$ cat src/rtl/word_selector_if.sv
// Word selector bus: grab request, random index, word-ROM port and word handshake.
// master = word_selector side, slave = game logic / RNG / ROM side.
interface word_selector_if #(
  parameter int unsigned WORD_W = 40,
  parameter int unsigned IDX_W  = 7
);
  logic              grab_word;
  logic [IDX_W-1:0]  random_num;
  logic [IDX_W-1:0]  rom_addr;
  logic [WORD_W-1:0] rom_data;
  logic [WORD_W-1:0] word;
  logic              word_valid;
  logic              word_ready;
  logic [IDX_W-1:0]  word_index;
  logic              busy;

  modport master (
    input  grab_word, random_num, rom_data, word_ready,
    output rom_addr, word, word_valid, word_index, busy
  );

  modport slave (
    output grab_word, random_num, rom_data, word_ready,
    input  rom_addr, word, word_valid, word_index, busy
  );
endinterface

$ cat src/rtl/word_selector.sv
// Picks a word from an external synchronous ROM on a grab edge, folding the random
// index into range and rejecting an immediate repeat; delivers it over valid/ready.
module word_selector #(
  parameter int unsigned WORD_COUNT = 100,
  parameter int unsigned LETTER_W   = 8,
  parameter int unsigned WORD_LEN   = 5
) (
  input  logic clk,
  input  logic reset,
  word_selector_if.master bus
);
  localparam int unsigned WORD_W = LETTER_W * WORD_LEN;
  localparam int unsigned IDX_W  = 7;
  localparam logic [IDX_W-1:0] COUNT_IDX = IDX_W'(WORD_COUNT);
  localparam logic [IDX_W-1:0] LAST_IDX  = IDX_W'(WORD_COUNT - 1);
  localparam logic [IDX_W:0]   COUNT_EXT = (IDX_W + 1)'(WORD_COUNT);

  typedef enum logic [2:0] {
    IDLE  = 3'd0,
    MAP   = 3'd1,
    FETCH = 3'd2,
    CAPT  = 3'd3,
    HOLD  = 3'd4
  } state_t;

  state_t              state, state_n;
  logic [IDX_W-1:0]    idx_r, idx_n;
  logic [IDX_W-1:0]    addr_r, addr_n;
  logic [WORD_W-1:0]   word_r, word_n;
  logic                valid_r, valid_n;
  logic [IDX_W-1:0]    index_r, index_n;
  logic                busy_r, busy_n;
  logic                have_last, have_last_n;
  logic                grab_q;
  logic                grab_edge_c;
  logic [IDX_W-1:0]    fold_c;
  logic [IDX_W-1:0]    pick_c;

  assign grab_edge_c = bus.grab_word & ~grab_q;

  // One conditional subtraction suffices because WORD_COUNT >= 64.
  always_comb begin
    fold_c = idx_r;
    if ({1'b0, idx_r} >= COUNT_EXT) fold_c = idx_r - COUNT_IDX;
    pick_c = fold_c;
    if (have_last && (fold_c == index_r))
      pick_c = (fold_c == LAST_IDX) ? '0 : fold_c + IDX_W'(1);
  end

  // Next-state and next-register values.
  always_comb begin
    state_n     = state;
    idx_n       = idx_r;
    addr_n      = addr_r;
    word_n      = word_r;
    valid_n     = valid_r;
    index_n     = index_r;
    have_last_n = have_last;
    case (state)
      IDLE: begin
        if (grab_edge_c) begin
          idx_n   = bus.random_num;
          state_n = MAP;
        end
      end
      MAP: begin
        addr_n  = pick_c;
        state_n = FETCH;
      end
      FETCH: state_n = CAPT;
      CAPT: begin
        word_n      = bus.rom_data;
        index_n     = addr_r;
        have_last_n = 1'b1;
        valid_n     = 1'b1;
        state_n     = HOLD;
      end
      HOLD: begin
        if (bus.word_ready) begin
          valid_n = 1'b0;
          state_n = IDLE;
        end
      end
      default: state_n = IDLE;
    endcase
    busy_n = (state_n != IDLE);
  end

  // grab_q resets high so a grab level held through reset is not an edge.
  always_ff @(posedge clk) begin
    if (!reset) begin
      state     <= IDLE;
      idx_r     <= '0;
      addr_r    <= '0;
      word_r    <= '0;
      valid_r   <= 1'b0;
      index_r   <= '0;
      busy_r    <= 1'b0;
      have_last <= 1'b0;
      grab_q    <= 1'b1;
    end else begin
      state     <= state_n;
      idx_r     <= idx_n;
      addr_r    <= addr_n;
      word_r    <= word_n;
      valid_r   <= valid_n;
      index_r   <= index_n;
      busy_r    <= busy_n;
      have_last <= have_last_n;
      grab_q    <= bus.grab_word;
    end
  end

  assign bus.rom_addr   = addr_r;
  assign bus.word       = word_r;
  assign bus.word_valid = valid_r;
  assign bus.word_index = index_r;
  assign bus.busy       = busy_r;

endmodule

$ cat src/flat_wrapper.sv
// flat-port wrapper written by rule: the top's interface ports become plain ports
module word_selector_flat 
#(
  parameter int unsigned WORD_COUNT = 100,
  parameter int unsigned LETTER_W   = 8,
  parameter int unsigned WORD_LEN   = 5
)
  (clk, reset, bus_grab_word, bus_random_num, bus_rom_data, bus_word_ready, bus_rom_addr, bus_word, bus_word_valid, bus_word_index, bus_busy);
  word_selector_if bus_i ();
  input  logic clk;
  input  logic reset;
  input wire logic [$bits(bus_i.grab_word)-1:0] bus_grab_word;
  input wire logic [$bits(bus_i.random_num)-1:0] bus_random_num;
  input wire logic [$bits(bus_i.rom_data)-1:0] bus_rom_data;
  input wire logic [$bits(bus_i.word_ready)-1:0] bus_word_ready;
  output wire logic [$bits(bus_i.rom_addr)-1:0] bus_rom_addr;
  output wire logic [$bits(bus_i.word)-1:0] bus_word;
  output wire logic [$bits(bus_i.word_valid)-1:0] bus_word_valid;
  output wire logic [$bits(bus_i.word_index)-1:0] bus_word_index;
  output wire logic [$bits(bus_i.busy)-1:0] bus_busy;
  assign bus_i.grab_word = bus_grab_word;
  assign bus_i.random_num = bus_random_num;
  assign bus_i.rom_data = bus_rom_data;
  assign bus_i.word_ready = bus_word_ready;
  assign bus_rom_addr = bus_i.rom_addr;
  assign bus_word = bus_i.word;
  assign bus_word_valid = bus_i.word_valid;
  assign bus_word_index = bus_i.word_index;
  assign bus_busy = bus_i.busy;
  word_selector #(.WORD_COUNT(WORD_COUNT), .LETTER_W(LETTER_W), .WORD_LEN(WORD_LEN)) u_core (.clk(clk), .reset(reset), .bus(bus_i));
endmodule
$ cat config.mk
export PLATFORM = sky130hd
export DESIGN_NAME = word_selector_flat
export DESIGN_NICKNAME = d
export VERILOG_FILES = /design/src/rtl/word_selector_if.sv /design/src/rtl/word_selector.sv /design/src/flat_wrapper.sv
export SDC_FILE = /design/constraint.sdc
export NUM_CORES = 1
export LEC_CHECK = 0
export BUFFER_PORTS_ARGS = -buffer_cell sky130_fd_sc_hd__clkbuf_2
export CORE_UTILIZATION = 45
export DETAILED_ROUTE_END_ITERATION = 8
export PLACE_DENSITY = 0.75
export SLEW_MARGIN = 40
export SYNTH_ARGS = -nofsm -noshare
export SYNTH_HDL_FRONTEND = slang
export SYNTH_SLANG_ARGS = --single-unit
$ cat constraint.sdc
create_clock -name clk -period 3.3 [get_ports clk]
set_input_delay 0.66 -clock clk [delete_from_list [all_inputs] [get_ports clk]]
set_output_delay 0.66 -clock clk [all_outputs]
set_load 0.03 [all_outputs]
==> impl_table.tex, run 1 <==
\begin{tabular}{lr}
\hline
Metric & Value \\
\hline
\multicolumn{2}{l}{\textbf{Worst hold path}} \\
Origin of the worst min-delay path & u\_core.bus.word[8] \\
Path category of the worst min-delay check & reg2reg \\
\multicolumn{2}{l}{\textbf{Die}} \\
Initial core utilization & 47.5\% \\
Die area & $\sim$7200 um\^{}2 \\
Floorplan die height & about 85 um \\
Placeable core region & 6490 um\^{}2 \\
Die width & between 80 and 90 um \\
Top-level port count & 107 \\
Number of cell rows & 29 \\
\multicolumn{2}{l}{\textbf{GRT}} \\
Via count of the first global-routing pass & $\sim$2500 \\
Residual overflow from global routing & 0 \\
Pin count of the biggest net entering global routing & between 40 and 50 \\
Global-route usage over all layers & between 20\% and 30\% \\
Global-route wire length before repair & between 10 and 15 mm \\
Number of antenna violations at the first check in global routing & 0 \\
\multicolumn{2}{l}{\textbf{CTS}} \\
Register clock-pin slew on the reported worst setup and hold paths & 0.07 ns \\
TritonCTS clock tree & yes \\
Total number of H-tree levels & 3 \\
Post-CTS Repair Setup Buffers & 0 \\
Number of buffers inserted by hold repair at cts & 0 \\
CTS Buffer Depth & 2 \\
Number of clock sinks & roughly 70 \\
Latest clock arrival within the worst-skew pair & roughly 0.34 ns \\
Number of buffers created by CTS & 9 \\
PostCTS Resize Cnt & 0 \\
Clock root cell & sky130\_fd\_sc\_hd\_\_clkbuf\_8 \\
\multicolumn{2}{l}{\textbf{Pwr}} \\
Share of power burned in the clock network & around 42\% \\
Total power density per cell area & $\sim$450 nW/um\^{}2 \\
Sequential group share of total power & between 40\% and 50\% \\
Logic gate share of total power & around 8.3\% \\
Switching power share of the total & around a quarter \\
Worst ir drop on vdd & between 0.0002 and 0.0003 V \\
Switching Power & slightly above 0.0004 W \\
Leakage & around 1.5 nW \\
Total internal power & between 0.001 and 0.0015 W \\
\multicolumn{2}{l}{\textbf{STA}} \\
Tightest slew margin relative to the limit & between 50\% and 60\% \\
Final hold slack & 0.462 ns \\
Total count of max-transition violations in the final report & 0 \\
Final critical path time including I/O delays and setup & around 2.7 ns \\
Setup repair after global routing missed its margin & false \\
Endpoints failing setup & 0 \\
Maximum achievable frequency & between 0.3 and 0.4 GHz \\
Slew of the pin with the lowest slew margin & between 0.7 and 0.8 ns \\
Total Neg Setup Slack & 0 ns \\
Post-route fraction of the period consumed by the critical path & approximately 82\% \\
Max Clock Skew & between 0.009 and 0.01 ns \\
Number of hold-slack violations in the final timing report & 0 \\
\multicolumn{2}{l}{\textbf{Synth}} \\
Number of synthesized flops with an enable pin & 0 \\
Leading register cell type out of synthesis & sky130\_fd\_sc\_hd\_\_dfxtp\_1 \\
Synthesized instance count & roughly 360 \\
Unique masters post-synth & 44 \\
Post-synthesis async set-or-reset flop share & 0\% \\
Seq/Total Area, Yosys & between 40\% and 50\% \\
Flop and latch count out of synthesis & between 60 and 70 \\
Average cell area after synthesis & around 8.5 um\^{}2 \\
Synth warn & 0 \\
Synthesized netlist net count & 419 \\
Post-synthesis cell area & 3080 um\^{}2 \\
\multicolumn{2}{l}{\textbf{Placement}} \\
HPWL after detailed placement & between 5 and 6 mm \\
Last weighted congestion value of the routability-driven placer & about 0.9 \\
Count of buffers inserted at the top-level ports & 106 \\
\multicolumn{2}{l}{\textbf{Cells and area}} \\
Number of antenna diodes & 0 \\
Share of post-route cells with drive strength above 1 & between 20 and 30\% \\
Most common library cell in the layout ignoring fill and taps & sky130\_fd\_sc\_hd\_\_nand2\_1 \\
Utilization after layout & approximately three fifths \\
Most frequent cells in the layout & sky130\_fd\_sc\_hd\_\_nand2\_1, sky130\_fd\_sc\_hd\_\_clkbuf\_2, sky130\_fd\_sc\_hd\_\_dfxtp\_1 \\
Final nets & roughly 510 \\
Area added between synthesis and finish & 24.5\% \\
\multicolumn{2}{l}{\textbf{Setup path}} \\
Startpoint of the worst-slack reg-to-reg timing path & u\_core.idx\_r[0] \\
Timing startpoint of the critical path & u\_core.idx\_r[0] \\
Path type of the worst setup path & reg2reg \\
Slowest cell on crit path & sky130\_fd\_sc\_hd\_\_a2111oi\_4 \\
CP Data Required Time & 3.52 ns \\
Maximum net fanout on the critical path & 9 \\
Register-to-register setup slack & around 0.58 ns \\
Critical path data arrival time & 2.94 ns \\
Kind of end point of the critical path & register \\
Cells traversed along the worst timing path & inv\_1 -> ha\_1 -> a2111oi\_4 -> a211o\_4 -> xnor2\_2 -> nor4\_4 -> nand3\_2 -> o211ai\_2 -> o22ai\_1 \\
Setup crit start kind & register \\
Stage delay of the slowest cell on the critical path & $\sim$0.64 ns \\
\multicolumn{2}{l}{\textbf{Flow run}} \\
Max\_cap viols & 0 \\
\multicolumn{2}{l}{\textbf{Route}} \\
Via count of the routed design & between 2000 and 3000 \\
Detailed-route DRC error count & 4 \\
Final antenna-violating net count & 0 \\
Initial detailed-routing violation count & 153 \\
Number of optimization iterations in the first detailed-route pass & 6 \\
Average wire length per cell after detail routing & approximately 13 um \\
Number of vias per cell after detailed routing & a little over 5 \\
Wirelength, routed & around 7.2 mm \\
\multicolumn{2}{l}{\textbf{Outcome}} \\
Result of the run & finished with violations \\
Violations in the final reports & design-rule violations \\
\hline
\end{tabular}
==> cell usage after synthesis (all sizes together) (2+ instances only) <==
master  instances  area share [%]
a21boi         48              12
xnor2           9             2.8
nor2b          10             2.0
xor2            3            0.85
nor3b           3            0.73
a31oi           2            0.41
nand3           6             1.1
a21o            2            0.49
nand3b          3            0.73
inv             8            0.97
mux2i           9             2.9
nand4           5             1.0
a21oi           7             1.1
ha              4             1.6
nor2            5            0.61
nand2         108              13
or3             2            0.41
dfxtp          68              44
nor3            2            0.32
nand2b          2            0.41
nor4            4             1.3
o21ai           8             1.3
clkbuf         23             2.8
buf             3            0.61
o211ai          2            0.65
o22ai           4             1.0
o21a            4            0.97
==> area by class of cell <==
class,instances,area (um^2)
inverters,8,30.0
fillers,628,2650
multi-input cells,262,1590
clock inverters,5,77.6
flip-flops and latches,68,1360
well taps,77,96.3
clock buffers,10,128
repair buffers,110,561
==> registers in the layout, summed over array words and instances (netlist names) <==
register / flops
u_core.bus.word: 40
u_core.grab_q: 1
u_core.bus.busy: 1
u_core.bus.word_valid: 1
u_core.have_last: 1
u_core.bus.word_index: 7
u_core.idx_r: 7
u_core.bus.rom_addr: 7
u_core.state: 3
==> critical path, delay by kind of cell (launching register included) <==
kind / cells / cell delay, ns
AOI/OAI and AO/OA: 4 / 1.25
xor gates and xnor gates: 1 / 0.08
adders and majority gates: 1 / 0.28
buffers and inverters: 1 / 0.11
DFF: 1 / 0.45
and+or+nand+nor: 2 / 0.45
==> power by group through the flow <==
stage                     clock network [W]  logic [W]  registers [W]
after floorplan                           0  0.0000816       0.000876
after global placement                    0   0.000142       0.000867
after detailed placement                  0   0.000143       0.000868
after CTS                          0.000745   0.000144       0.000849
after global routing               0.000782   0.000158       0.000851
final                              0.000728   0.000143       0.000849
==> metal layers <==
layer | GRT usage [%] | share of wire (%) | wire length [um] | up-vias
met1 | 26.6 | 47 | 3380 | 1241
met4 | 10.3 | 2.5 | 182 | 0
met3 | 6.49 | 6.6 | 478 | 13
li1 | - | - | - | 1403
met2 | 32.7 | 44 | 3170 | 94
met5 | 0 | 0 | 0 | -
==> metrics by stage <==
| step | area, um^2 | instances | power [W] | setup slack [ns] |
|---|---|---|---|---|
| 5_1_grt | 3840 | 540 | 0.00179 | 0.362 |
| 6_report | 3840 | 540 | 0.00172 | 0.585 |
| 3_5_place_dp | 3640 | 525 | 0.00101 | 0.618 |
| 2_1_floorplan | 3080 | 364 | 0.000957 | 0.826 |
| 3_3_place_gp | 3640 | 525 | 0.00101 | 0.705 |
| 4_1_cts | 3840 | 540 | 0.00174 | 0.588 |
==> cells by family (layout without fill, tap and decap cells) <==
family                     Yosys count  count (layout)  synth area share, %
adders and majority gates            4               4                 1.62
muxes                               10              10                 3.41
xor gates and xnor gates            12              12                 3.65
and+or+nand+nor                    153             153                 22.5
buffers and inverters               34             133                 4.38
DFF                                 68              68                 44.1
AOI/OAI and AO/OA                   83              83                 20.3
==> worst paths after layout <==
kind	cells after the start	to
worst max-delay path	9	u_core.bus.rom_addr[6]
worst min-delay path	2	u_core.bus.word[8]
worst max register to register	9	u_core.bus.rom_addr[6]
worst min register to register	2	u_core.bus.word[8]
No activity file was read; power rests on OpenSTA's default activity.
==> run 2: changes to the inputs <==
==> constraint.sdc (replaced) <==
create_clock -name clk -period 2.7 [get_ports clk]
set_input_delay 0.54 -clock clk [delete_from_list [all_inputs] [get_ports clk]]
set_output_delay 0.54 -clock clk [all_outputs]
set_load 0.03 [all_outputs]
==> run 2 against run 1 <==
Effect of this change:
- the run still ends with design-rule violations left
- clock power increased by 20%
- worst setup slack got worse by 0.35 ns
- non-clock buffer count increased by 5
- final cell count increased by 1.1%
- total power increased by 21%
- sequential share of layout area decreased by 0.48 points
- global-route usage decreased by 0.50 points
- worst hold slack got worse by 0.056 ns
- design area increased by 1.5%
- die area unchanged
- critical endpoint unchanged
- highest routed layer unchanged
==> impl_table.tex, run 2 (synthesis results as in run 1) <==
\begin{tabular}{lr}
\hline
Metric & Value \\
\hline
\multicolumn{2}{l}{\textbf{Cells and area}} \\
Area added between synthesis and finish & 26.4\% \\
Fillers & 594 (-5.4\%) \\
Final nets & 519 (+0.97\%) \\
Most frequent cells in the layout & sky130\_fd\_sc\_hd\_\_nand2\_1, sky130\_fd\_sc\_hd\_\_clkbuf\_2, sky130\_fd\_sc\_hd\_\_dfxtp\_1 \\
Share of post-route cells with drive strength above 1 & 30.1\% (+1.3 points) \\
Area used by sequential logic in the layout & 1360 um\^{}2 (about the same) \\
Number of antenna diodes & 0 (unchanged) \\
Total area of multi-input combinational cells & 1590 um\^{}2 (unchanged) \\
Number of flip-flops in the largest register & 40 (unchanged) \\
Most common library cell in the layout ignoring fill and taps & sky130\_fd\_sc\_hd\_\_nand2\_1 \\
\multicolumn{2}{l}{\textbf{Die}} \\
Top-level port count & 107 (unchanged) \\
Die width & 84.8 um (unchanged) \\
Number of cell rows & 29 (unchanged) \\
Placeable core region & 6490 um\^{}2 (unchanged) \\
Floorplan die height & 84.8 um (unchanged) \\
Die area & 7190 um\^{}2 (unchanged) \\
Initial core utilization & 47.5\% (unchanged) \\
\multicolumn{2}{l}{\textbf{STA}} \\
Total count of max-transition violations in the final report & 0 (unchanged) \\
Slew of the pin with the lowest slew margin & 0.729 ns (+0.0145 ns) \\
Max Clock Skew & 0.00460 ns (-0.00458 ns) \\
Final critical path time including I/O delays and setup & 2.47 ns (-0.248 ns) \\
Setup repair after global routing missed its margin & false \\
Post-route fraction of the period consumed by the critical path & 91.4\% (+9.1 points) \\
Final hold slack & 0.406 ns (-0.0556 ns) \\
Maximum achievable frequency & 0.405 GHz (+10\%) \\
Worst Slack Setup Final & 0.232 ns (-0.352 ns) \\
Total Neg Setup Slack & 0 ns (unchanged) \\
Number of hold-slack violations in the final timing report & 0 (unchanged) \\
Endpoints failing setup & 0 (unchanged) \\
Tightest slew margin relative to the limit & 51.4\% (-0.97 points) \\
\multicolumn{2}{l}{\textbf{Pwr}} \\
Worst ir drop on vdd & 0.000254 V (-3.8\%) \\
Total power density per cell area & 536 nW/um\^{}2 (+20\%) \\
Leakage & 1.57 nW (+2.1\%) \\
\multicolumn{2}{l}{\textbf{Placement}} \\
Worst setup slack before clock tree synthesis & 0.185 ns (-0.433 ns) \\
Count of buffers inserted at the top-level ports & 106 (unchanged) \\
Last weighted congestion value of the routability-driven placer & 0.936 (+7.0\%) \\
HPWL after detailed placement & 5.15 mm (+2.4\%) \\
\multicolumn{2}{l}{\textbf{GRT}} \\
Residual overflow from global routing & 0 (unchanged) \\
Global-route usage over all layers & 20.6\% (-0.50 points) \\
Global-route wire length before repair & 11.7 mm (-1.3\%) \\
Pin count of the biggest net entering global routing & 44 (-8.3\%) \\
Via count of the first global-routing pass & 2547 (+1.1\%) \\
Number of antenna violations at the first check in global routing & 0 (unchanged) \\
\multicolumn{2}{l}{\textbf{Setup path}} \\
Slowest cell on crit path & sky130\_fd\_sc\_hd\_\_a2111oi\_4 \\
Kind of end point of the critical path & register \\
Critical path data arrival time & 2.69 ns (-0.25 ns) \\
Maximum net fanout on the critical path & 6 (-3) \\
Path type of the worst setup path & reg2reg \\
Stage delay of the slowest cell on the critical path & 0.45 ns (-0.19 ns) \\
CP Data Required Time & 2.92 ns (-0.60 ns) \\
Depth of the worst register-to-register path & 9 (unchanged) \\
Setup crit start kind & register \\
FF-to-FF End & u\_core.bus.rom\_addr[6] \\
Startpoint of the worst-slack reg-to-reg timing path & u\_core.idx\_r[0] \\
CP delay by family, top & compound AO/OA/AOI/OAI gates \\
Register-to-register setup slack & 0.23 ns (-0.35 ns) \\
Cells traversed along the worst timing path & inv\_1 -> ha\_1 -> a2111oi\_4 -> a211o\_4 -> xnor2\_2 -> nor4\_4 -> nand3\_2 -> o211ai\_2 -> o22ai\_1 \\
Buffer and inverter count on the worst path & 1 (unchanged) \\
\multicolumn{2}{l}{\textbf{Route}} \\
Final antenna-violating net count & 0 (unchanged) \\
Number of optimization iterations in the first detailed-route pass & 6 (unchanged) \\
Via count of the routed design & 2742 (-0.33\%) \\
Initial detailed-routing violation count & 129 (-16\%) \\
Wirelength, routed & 7.06 mm (-2.1\%) \\
Number of vias per cell after detailed routing & 5.02 (-1.4\%) \\
Detailed-route DRC error count & 4 (unchanged) \\
Average wire length per cell after detail routing & 12.9 um (-3.2\%) \\
\multicolumn{2}{l}{\textbf{CTS}} \\
Latest clock arrival within the worst-skew pair & 0.33 ns (about the same) \\
Register clock-pin slew on the reported worst setup and hold paths & 0.07 ns (about the same) \\
Number of clock sinks & 68 (unchanged) \\
CTS Buffer Depth & 2 (unchanged) \\
Total number of H-tree levels & 3 (unchanged) \\
Post-CTS Repair Setup Buffers & 0 (unchanged) \\
Number of buffers created by CTS & 9 (unchanged) \\
Clock root cell & sky130\_fd\_sc\_hd\_\_clkbuf\_8 \\
TritonCTS clock tree & yes \\
\multicolumn{2}{l}{\textbf{Worst hold path}} \\
Path category of the worst min-delay check & in2reg \\
Origin of the worst min-delay path & bus\_grab\_word \\
Hold EP & u\_core.grab\_q \\
Hold Path Cell Cnt & 2 (unchanged) \\
\multicolumn{2}{l}{\textbf{Outcome}} \\
Result of the run & finished with violations \\
Violations in the final reports & design-rule violations \\
\multicolumn{2}{l}{\textbf{Flow run}} \\
Max\_cap viols & 0 (unchanged) \\
\hline
\end{tabular}
[run 2: cell count changes in the layout (fill, tap and decap cells not counted), sizes merged]
cell      previous run  this run
clkbuf             115       117
bufinv               2         1
clkinv               2         1
buf                  5         9
clkinvlp             1         2
inv                  8         9
[run 2: final cells by class]
cell class	instances	area share (%)
Clock buffer	11	3.88
Clock inverter	5	1.51
Inverter	8	0.770
Multi-Input combinational cell	262	40.7
Sequential cell	68	35.0
Tap cell	77	2.47
Timing Repair Buffer	115	15.7
[run 2: worst max path at each step]
stage	start	end	slack (ns)	cells after the start
final	u_core.idx_r[0]	u_core.bus.rom_addr[6]	0.23	9
after detailed placement	u_core.idx_r[0]	u_core.bus.rom_addr[6]	0.19	9
after CTS	u_core.idx_r[0]	u_core.bus.rom_addr[6]	0.18	9
after global placement	u_core.idx_r[0]	u_core.bus.rom_addr[6]	0.26	9
after global routing	u_core.idx_r[3]	u_core.bus.rom_addr[4]	0.03	10
after floorplan	u_core.idx_r[3]	u_core.bus.rom_addr[6]	0.23	10
[run 2: stage by stage]
stage	total power, W	instance area (um^2)	util (%)	cells
after floorplan	0.00117	3080	-	364
after global placement	0.00124	3690	56.8	530
after detailed placement	0.00124	3690	56.8	530
after CTS	0.00211	3900	60.0	546
after global routing	0.00219	3900	60.0	546
final	0.00209	3900	60.0	546
[run 2: power breakdown]
group	total [W]	internal, W	switching, W
clock network	0.000871	0.000479	0.000393
registers	0.00104	0.00102	0.0000180
logic	0.000181	0.0000855	0.0000958
[run 2: per-layer routing]
| metal | track usage [%] | vias up | part of all wire, % |
|---|---|---|---|
| met3 | 5.01 | 8 | 6.2 |
| met1 | 26.7 | 1230 | 46 |
| met2 | 33.2 | 87 | 47 |
| met5 | 0 | - | 0 |
| li1 | - | 1417 | - |
| met4 | 7.86 | 0 | 1.2 |
[run 2: repair_timing]
action	4_1_cts	5_1_grt
setup endpoints to repair	0	4
gates resized for setup	0	1
hold endpoints to repair	0	0
hold buffers	0	0
